### src/rtl/fetch_queue_unit.sv
// RV32 fetch stage: sequential fetch address generation, credit-limited imem requests,
// an in-order response queue feeding decode, and internal branch/JALR redirect handling.
module fetch_queue_unit #(
  parameter int              XLEN     = 32,
  parameter logic [XLEN-1:0] RESET_PC = 32'h0000_0000,
  parameter int              FQ_DEPTH = 4
) (
  input  logic                          clk,
  input  logic                          rst,
  output logic                          imem_req_valid,
  input  logic                          imem_req_ready,
  output logic [XLEN-1:0]               imem_req_addr,
  input  logic                          imem_rsp_valid,
  input  logic [XLEN-1:0]               imem_rsp_data,
  output logic                          id_valid,
  input  logic                          id_ready,
  output logic [XLEN-1:0]               id_inst,
  output logic [XLEN-1:0]               id_pc,
  input  logic                          redirect_valid,
  input  logic                          redirect_isjalr,
  input  logic [XLEN-1:0]               redirect_base_pc,
  input  logic [XLEN-1:0]               redirect_offset,
  input  logic [XLEN-1:0]               redirect_jalr_reg,
  output logic [$clog2(FQ_DEPTH+1)-1:0] fq_count
);
  localparam int CW = $clog2(FQ_DEPTH + 1);
  localparam int PW = $clog2(FQ_DEPTH);

  logic            en_q;
  logic [XLEN-1:0] fetch_pc;
  logic [XLEN-1:0] rsp_pc;
  logic [CW-1:0]   outstanding;
  logic [CW-1:0]   discard;
  logic [PW-1:0]   rd_ptr;
  logic [PW-1:0]   wr_ptr;
  logic [XLEN-1:0] q_inst [FQ_DEPTH];
  logic [XLEN-1:0] q_pc   [FQ_DEPTH];

  logic [XLEN-1:0] target_sum;
  logic [XLEN-1:0] target;
  logic            credit;
  logic            req_fire;
  logic            push;
  logic            pop;

  assign target_sum = (redirect_isjalr ? redirect_jalr_reg : redirect_base_pc) + redirect_offset;
  assign target     = {target_sum[XLEN-1:2], 2'b00};

  // In-flight requests plus queued entries never exceed the queue size, so every response has a slot.
  assign credit         = ({1'b0, outstanding} + {1'b0, fq_count}) < (CW+1)'(FQ_DEPTH);
  assign imem_req_valid = en_q & ~redirect_valid & credit;
  assign imem_req_addr  = fetch_pc;
  assign req_fire       = imem_req_valid & imem_req_ready;

  assign id_valid = (fq_count != '0) & ~redirect_valid;
  assign id_inst  = q_inst[rd_ptr];
  assign id_pc    = q_pc[rd_ptr];
  assign pop      = id_valid & id_ready;
  assign push     = imem_rsp_valid & ~redirect_valid & (discard == '0);

  always_ff @(posedge clk) begin
    if (rst) begin
      en_q        <= 1'b0;
      fetch_pc    <= RESET_PC;
      rsp_pc      <= RESET_PC;
      outstanding <= '0;
      discard     <= '0;
      rd_ptr      <= '0;
      wr_ptr      <= '0;
      fq_count    <= '0;
    end else begin
      en_q <= 1'b1;
      if (redirect_valid) begin
        // Everything still in flight belongs to the old path; a response this cycle is already dropped.
        fetch_pc    <= target;
        rsp_pc      <= target;
        outstanding <= outstanding - CW'(imem_rsp_valid);
        discard     <= outstanding - CW'(imem_rsp_valid);
        rd_ptr      <= '0;
        wr_ptr      <= '0;
        fq_count    <= '0;
      end else begin
        outstanding <= outstanding + CW'(req_fire) - CW'(imem_rsp_valid);
        if (req_fire) begin
          fetch_pc <= fetch_pc + XLEN'(4);
        end
        if (imem_rsp_valid && (discard != '0)) begin
          discard <= discard - CW'(1);
        end
        if (push) begin
          q_inst[wr_ptr] <= imem_rsp_data;
          q_pc[wr_ptr]   <= rsp_pc;
          wr_ptr         <= wr_ptr + PW'(1);
          rsp_pc         <= rsp_pc + XLEN'(4);
        end
        if (pop) begin
          rd_ptr <= rd_ptr + PW'(1);
        end
        fq_count <= fq_count + CW'(push) - CW'(pop);
      end
    end
  end
endmodule
### config.mk
export PLATFORM = sky130hd
export DESIGN_NAME = fetch_queue_unit
export DESIGN_NICKNAME = d
export VERILOG_FILES = /design/src/rtl/fetch_queue_unit.sv
export SDC_FILE = /design/constraint.sdc
export NUM_CORES = 1
export LEC_CHECK = 0
export ABC_CLOCK_PERIOD_IN_PS = 7310
export CELL_PAD_IN_SITES_DETAIL_PLACEMENT = 1
export CELL_PAD_IN_SITES_GLOBAL_PLACEMENT = 1
export CORE_UTILIZATION = 48
export DETAILED_ROUTE_END_ITERATION = 8
export GPL_TIMING_DRIVEN = 0
export PLACE_DENSITY = 0.91
export SKIP_CTS_REPAIR_TIMING = 1
export SYNTH_ARGS = -nofsm -noshare
export SYNTH_HDL_FRONTEND = slang
export SYNTH_SLANG_ARGS = --single-unit
### constraint.sdc
create_clock -name clk -period 7.31 [get_ports clk]
set_clock_uncertainty 0.1 [all_clocks]
set_input_delay 1.462 -clock clk [delete_from_list [all_inputs] [get_ports clk]]
set_output_delay 1.462 -clock clk [all_outputs]
set_load 0.01 [all_outputs]
==> run_results.csv, run 1 <==
group,metric,value,unit
global_route,grtUsageTotal,25.2,%
yosys,seq_area_frac_synth,60.0,%
yosys,synth-edff-count,248,
placed_design,gp_congestion,0.911,
routing,drt_iter0_drc,602,
timing,hold_viol_final,0,
cts,htreeDepth,1,
yosys,synth_area_leaders,"edfxtp_1 (50%), dfxtp_1 (10%), mux4_2 (9.3%)",
yosys,yosysMostFrequentCell,"edfxtp_1",
timing,hold_ws,0.419,ns
power_and_ir_drop,ir_drop,0.000171,V
worst_hold_path,worstHoldStart,"imem_req_addr[19]",
floorplan,io_pins,236,
power_and_ir_drop,powerDensity,242,mW/mm2
yosys,yosysWarningCount,0,
global_route,grt_overflow_total,0,
routing,dr.pass1.iters,5,
final_layout,area_delta_synth_final,27.6,%
yosys,synthDistinctLibCells,71,
timing,fmax,192,MHz
floorplan,fp.dieW,178,um
routing,drc_errors,0,
worst_setup_path,crit_start,"redirect_valid",
timing,rsz0062_at_grt,"false",
yosys,yosysTopAreaCellShare,49.8,%
yosys,synth_flop_cell,"edfxtp_1",
cts,clk_latency,0.56,ns
timing,setup_ws,2.10,ns
global_route,first_global_vias,10932,
timing,slew_headroom,30.6,%
timing,tightest_slew,1.04,ns
timing,setup_violations,0,
timing,maxSlewViolCount,0,
worst_setup_path,rr_startpoint,"fq_count[2]",
final_layout,drive_gt1_share,13.4,%
outcome,outcome,"completed",
worst_setup_path,crit_fanout,10,
final_layout,fin_cells,1761,
cts,numClockSinks,324,
yosys,synth_top_area_cell,"edfxtp_1",
worst_setup_path,endpoint_kind,"flip-flop",
yosys,synth_seq_cells,324,
worst_setup_path,critPathKind,"in -> reg",
routing,postRouteAntennaNets,0,
cts,cts-root-buf,"clkbuf_16",
floorplan,rows,64,
final_layout,fill_cells,2922,
flow_run,drv_cap,0,
final_layout,antenna_cells,0,
worst_setup_path,start_kind,"input port",
floorplan,die_area,0.0318,mm2
yosys,post_synth_most_frequent_cells,"edfxtp_1 (248), dfxtp_1 (76), nand2_1 (67)",
routing,wire_per_inst,22.7,um
worst_hold_path,hold_path_class,"reg -> reg",
final_layout,layout.nets,1524,
timing,tns,0,ns
yosys,synth.avg_cell_area,14.0,um2
floorplan,core_area,0.0306,mm2
cts,cts_buffers,31,
worst_setup_path,arrival,5.52,ns
placed_design,numPlacedInstances,1704,
global_route,grt_max_degree,40,
final_layout,regArea,0.00897,mm2
cts,cts.path.max_buffers,3,
power_and_ir_drop,power,0.00462,W
global_route,grt_pass1_wl,60.4,mm
final_layout,multiInputGateArea,0.00569,mm2
cts,cts_tree,"yes",
yosys,async_flop_share,0,%
placed_design,place_ws,1.58,ns
placed_design,portBuffers,230,
placed_design,place_hpwl,29.2,mm
yosys,synthCells,1071,
timing,finalCritPeriodShare,71.2,%
power_and_ir_drop,leakage,6.52,nW
worst_setup_path,cp.required,7.63,ns
timing,period_needed,5.21,ns
floorplan,fp.dieH,178,um
global_route,grt_antenna_before_repair,0,
floorplan,initial_core_util,48.9,%
routing,via_per_inst,5.80,
yosys,syn_area,0.0149,mm2
cts,path_clk_slew,0.07,ns
routing,vias,10216,
routing,wl,40.1,mm
==> critical path: stages <==
cell,delay [ns]
clkdlybuf4s50_1,0.64
inv_1,0.34
buf_1,0.52
clkbuf_1,0.50
clkbuf_1,0.55
nand2_1,0.12
ha_1,0.31
inv_1,0.04
ha_1,0.18
fa_1,0.38
xnor2_1,0.22
xnor2_1,0.16
nor2_1,0.07
==> cells by family (layout without fill, tap and decap cells) <==
group           after synthesis  after routing  synth area share (%)
mux                         100            100                  12.2
xor+xnor                     68             68                  3.99
flops                       324            324                  60.0
compound gates              208            208                  9.34
simple gates                244            244                  8.20
buf+inv                      78            369                  2.12
fa+ha+maj                    48             48                  4.12
other cells                   1              4                0.0251
==> routing by layer <==
layer	vias up	track usage (%)	part of all wire [%]
met5	-	0	0
met4	0	7.73	2.6
met3	68	5.14	6.5
met2	344	46.4	51
met1	5115	29.1	39
li1	4689	-	-
==> report_power, final <==
| group | leakage, nW | internal [W] | switching, W |
|---|---|---|---|
| sequential | 2.88 | 0.00205 | 0.0000759 |
| clock | 0.580 | 0.00120 | 0.000693 |
| combinational | 3.05 | 0.000294 | 0.000311 |
| total | 6.52 | 0.00354 | 0.00108 |
==> worst paths after layout <==
kind	slack [ns]	end	depth (start not counted)
worst max-delay path	2.10	fq_count[2]	13
worst min-delay path	0.42	imem_req_addr[19]	2
worst max register to register	3.50	outstanding[2]	13
worst min register to register	0.42	imem_req_addr[19]	2
==> cell type report <==
type                       instances  share of cell area [%]
clock inverter                    26                    2.30
inverter                          32                   0.630
clock buffer                      31                    4.07
timing repair buffer             234                    12.5
sequential                       324                    47.0
buffer                            46                    1.03
tap                              396                    2.60
multi-input combinational        672                    29.8
==> state kept, by name (all words and copies together), names as in the netlist, named ones only <==
name,flops
outstanding,3
discard,3
rd_ptr,2
en_q,1
rsp_pc,30
q_pc,120
q_inst,128
imem_req_addr,30
fq_count,3
wr_ptr,2
==> through the flow <==
stage	cell area, um2	util, %
6_report	19100	62.3
3_5_place_dp	17900	58.4
2_1_floorplan	15000	-
3_3_place_gp	17800	58.0
5_1_grt	19100	62.3
4_1_cts	19100	62.3
==> placed cells by master (no fill, tap or decap), drive strengths merged, types with 10 or more instances in the layout <==
master	n
nand4	17
dfxtp	76
nor2	60
clkinv	10
nand2	68
and3	20
nor3	15
xnor2	45
mux2	33
buf	19
bufinv	12
edfxtp	248
clkdlybuf4s50	230
a31oi	16
a211oi	16
a21oi	66
inv	32
xor2	23
o21ai	43
ha	46
mux4	62
clkbuf	62
nand3	23
Note: power is estimated with default switching activity, not from simulation.
==> run 2: changes to the inputs <==
ABC_CLOCK_PERIOD_IN_PS = 4800   (was 7310)
CORE_UTILIZATION = 44   (was 48)
PLACE_DENSITY = 0.85   (was 0.91)
clock period = 4.8 ns   (was 7.31 ns; I/O delays follow)
==> run 2 against run 1 <==
Effect of this change:
- worst setup slack got worse by 1.8 ns
- wire length fell by 0.46%
- die area grew 9.0%
- register-to-register slack got worse by 2.5 ns
- sequential share of layout area grew 0.21 points
- combinational power increased by 52%
- non-clock buffer count did not move
- largest cell class unchanged
==> run_results.csv, run 2 (synthesized netlist as in run 1, its figures left out) <==
group,metric,value,unit
outcome,outcome,"completed",
worst_setup_path,r2r_end,"outstanding[2]",
placed_design,place_hpwl,29.1,mm
placed_design,postPlaceCellArea,0.0179,mm2
final_layout,largest_reg_flops,128,
floorplan,fp.dieW,186,um
power_and_ir_drop,leakage,6.45,nW
cts,cts-root-buf,"clkbuf_16",
placed_design,place_ws,-0.500,ns
cts,numClockSinks,324,
global_route,grt_pass1_wl,60.9,mm
routing,via_per_inst,5.60,
final_layout,final_area,0.0190,mm2
timing,fmax,223,MHz
final_layout,drive_gt1_share,13.1,%
floorplan,die_area,0.0347,mm2
worst_setup_path,crit_fanout,10,
worst_setup_path,cp_slowest_cell,"clkdlybuf4s50_1",
floorplan,rows,67,
cts,cts_buffers,34,
global_route,grt_antenna_before_repair,0,
worst_setup_path,crit_start,"redirect_valid",
routing,wl,39.9,mm
worst_setup_path,endpoint,"fq_count[2]",
floorplan,core_area,0.0334,mm2
timing,slew_headroom,40.1,%
timing,maxSlewViolCount,0,
routing,dr.pass1.iters,5,
worst_setup_path,arrival,4.77,ns
global_route,grt_overflow_total,0,
routing,vias,10177,
floorplan,io_pins,236,
power_and_ir_drop,powerDensity,351,mW/mm2
placed_design,portBuffers,230,
power_and_ir_drop,p_sw,0.00166,W
final_layout,antenna_cells,0,
routing,drc_errors,0,
worst_setup_path,rr_startpoint,"fq_count[2]",
flow_run,drv_cap,0,
floorplan,fp.dieH,186,um
cts,cts_tree,"yes",
routing,wire_per_inst,21.9,um
final_layout,layout_commonest_cell,"edfxtp_1",
worst_setup_path,reg2reg_depth,13,
final_layout,reg_top3,"q_inst x128, q_pc x120",
final_layout,layout.nets,1527,
routing,postRouteAntennaNets,0,
timing,hold_viol_final,0,
worst_setup_path,r2r_setup_slack,0.96,ns
cts,cts.path.max_buffers,3,
cts,htreeDepth,2,
final_layout,max_flop_register,"q_inst",
worst_setup_path,crit_chain,"clkdlybuf4s50_1, inv_1, buf_1, clkbuf_1, clkbuf_2, nand2_1, ha_1, inv_1, ha_1, fa_1, xnor2_1, xnor2_1, nor2_1",
global_route,grtUsageTotal,23.3,%
cts,path_clk_slew,0.07,ns
cts,clk_latency,0.51,ns
timing,period_needed,4.49,ns
worst_setup_path,cp.required,5.08,ns
timing,rsz0062_at_grt,"false",
timing,setup_ws,0.314,ns
timing,finalCritPeriodShare,93.5,%
final_layout,layout_common_cells,"edfxtp_1 (248), clkdlybuf4s50_1 (230), dfxtp_1 (76)",
global_route,first_global_vias,10941,
power_and_ir_drop,swShare,25.0,%
timing,tightest_slew,0.899,ns
final_layout,area_delta_synth_final,27.0,%
worst_setup_path,critPathKind,"in -> reg",
worst_hold_path,hold_path_class,"reg -> reg",
worst_setup_path,start_kind,"input port",
global_route,grt_max_degree,43,
routing,drt_iter0_drc,665,
power_and_ir_drop,clkPwrFrac,37.5,%
power_and_ir_drop,p_comb_share,13.8,%
power_and_ir_drop,power.internal,0.00499,W
power_and_ir_drop,ir_drop,0.000226,V
power_and_ir_drop,power.share.sequential,48.7,%
worst_setup_path,endpoint_kind,"flip-flop",
placed_design,gp_congestion,0.893,
floorplan,initial_core_util,44.7,%
timing,setup_violations,0,
worst_setup_path,slowest_delay,0.64,ns
## run 2: cell count changes in the layout (fill, tap and decap cells not counted)
cell        previous run  this run
clkbuf_2               0         1
clkinv_8               0         1
clkbuf_1              31        34
clkinvlp_4             4         3
buf_12                 4         3
clkinv_2               4         5
clkbuf_16             31        34
bufinv_16             12         2
inv_6                  0         2
clkinv_1               5        10
buf_16                 0         1
## run 2: power by group through the flow
| stage | Combinational, W | Sequential, W | Clock, W |
|---|---|---|---|
| floorplan | 0.000513 | 0.00327 | 0 |
| global placement | 0.000878 | 0.00328 | 0 |
| detailed placement | 0.000914 | 0.00329 | 0 |
| CTS | 0.000923 | 0.00324 | 0.00253 |
| global route | 0.00100 | 0.00325 | 0.00264 |
| finish | 0.000921 | 0.00324 | 0.00250 |
## run 2: how the worst min path moves through the flow
stage / from / cells after the start / to
after floorplan: rsp_pc[31] / 0 / q_pc[0][31]
after global placement: imem_req_addr[19] / 2 / imem_req_addr[19]
after detailed placement: imem_req_addr[19] / 2 / imem_req_addr[19]
after CTS: imem_req_addr[19] / 2 / imem_req_addr[19]
after global routing: imem_req_addr[19] / 2 / imem_req_addr[19]
final: imem_req_addr[19] / 2 / imem_req_addr[19]
## run 2: area by class of cell
type / count / area, um2
clock inverter: 24 / 188
fill: 3241 / 14500
timing repair buffer: 234 / 2390
tap: 448 / 561
clock buffer: 38 / 866
inverter: 32 / 120
buffer: 46 / 198
sequential: 324 / 8970
multi-input combinational: 672 / 5690
## run 2: critical path, delay by kind of cell
kind / cells / cell delay, ns
xor gates and xnor gates: 2 / 0.34
adders and majority gates: 3 / 0.89
buffers and inverters: 6 / 2.40
and+or+nand+nor: 2 / 0.17
## run 2: layer usage
layer	global-route usage [%]	part of all wire (%)
met5	0	0
met4	6.85	2.6
met3	5.37	8.1
met2	42.3	50
met1	27.3	39
## run 2: through the flow
stage	hold WS [ns]	utilization (%)	power [W]	TNS [ns]	cells
2_1_floorplan	0.380	-	0.00378	0	1074
3_3_place_gp	0.403	53.3	0.00416	-286.93	1752
3_5_place_dp	0.417	53.6	0.00421	-0.737	1756
4_1_cts	0.425	56.7	0.00669	0	1818
5_1_grt	0.453	56.7	0.00689	0	1818
6_report	0.428	56.7	0.00666	0	1818
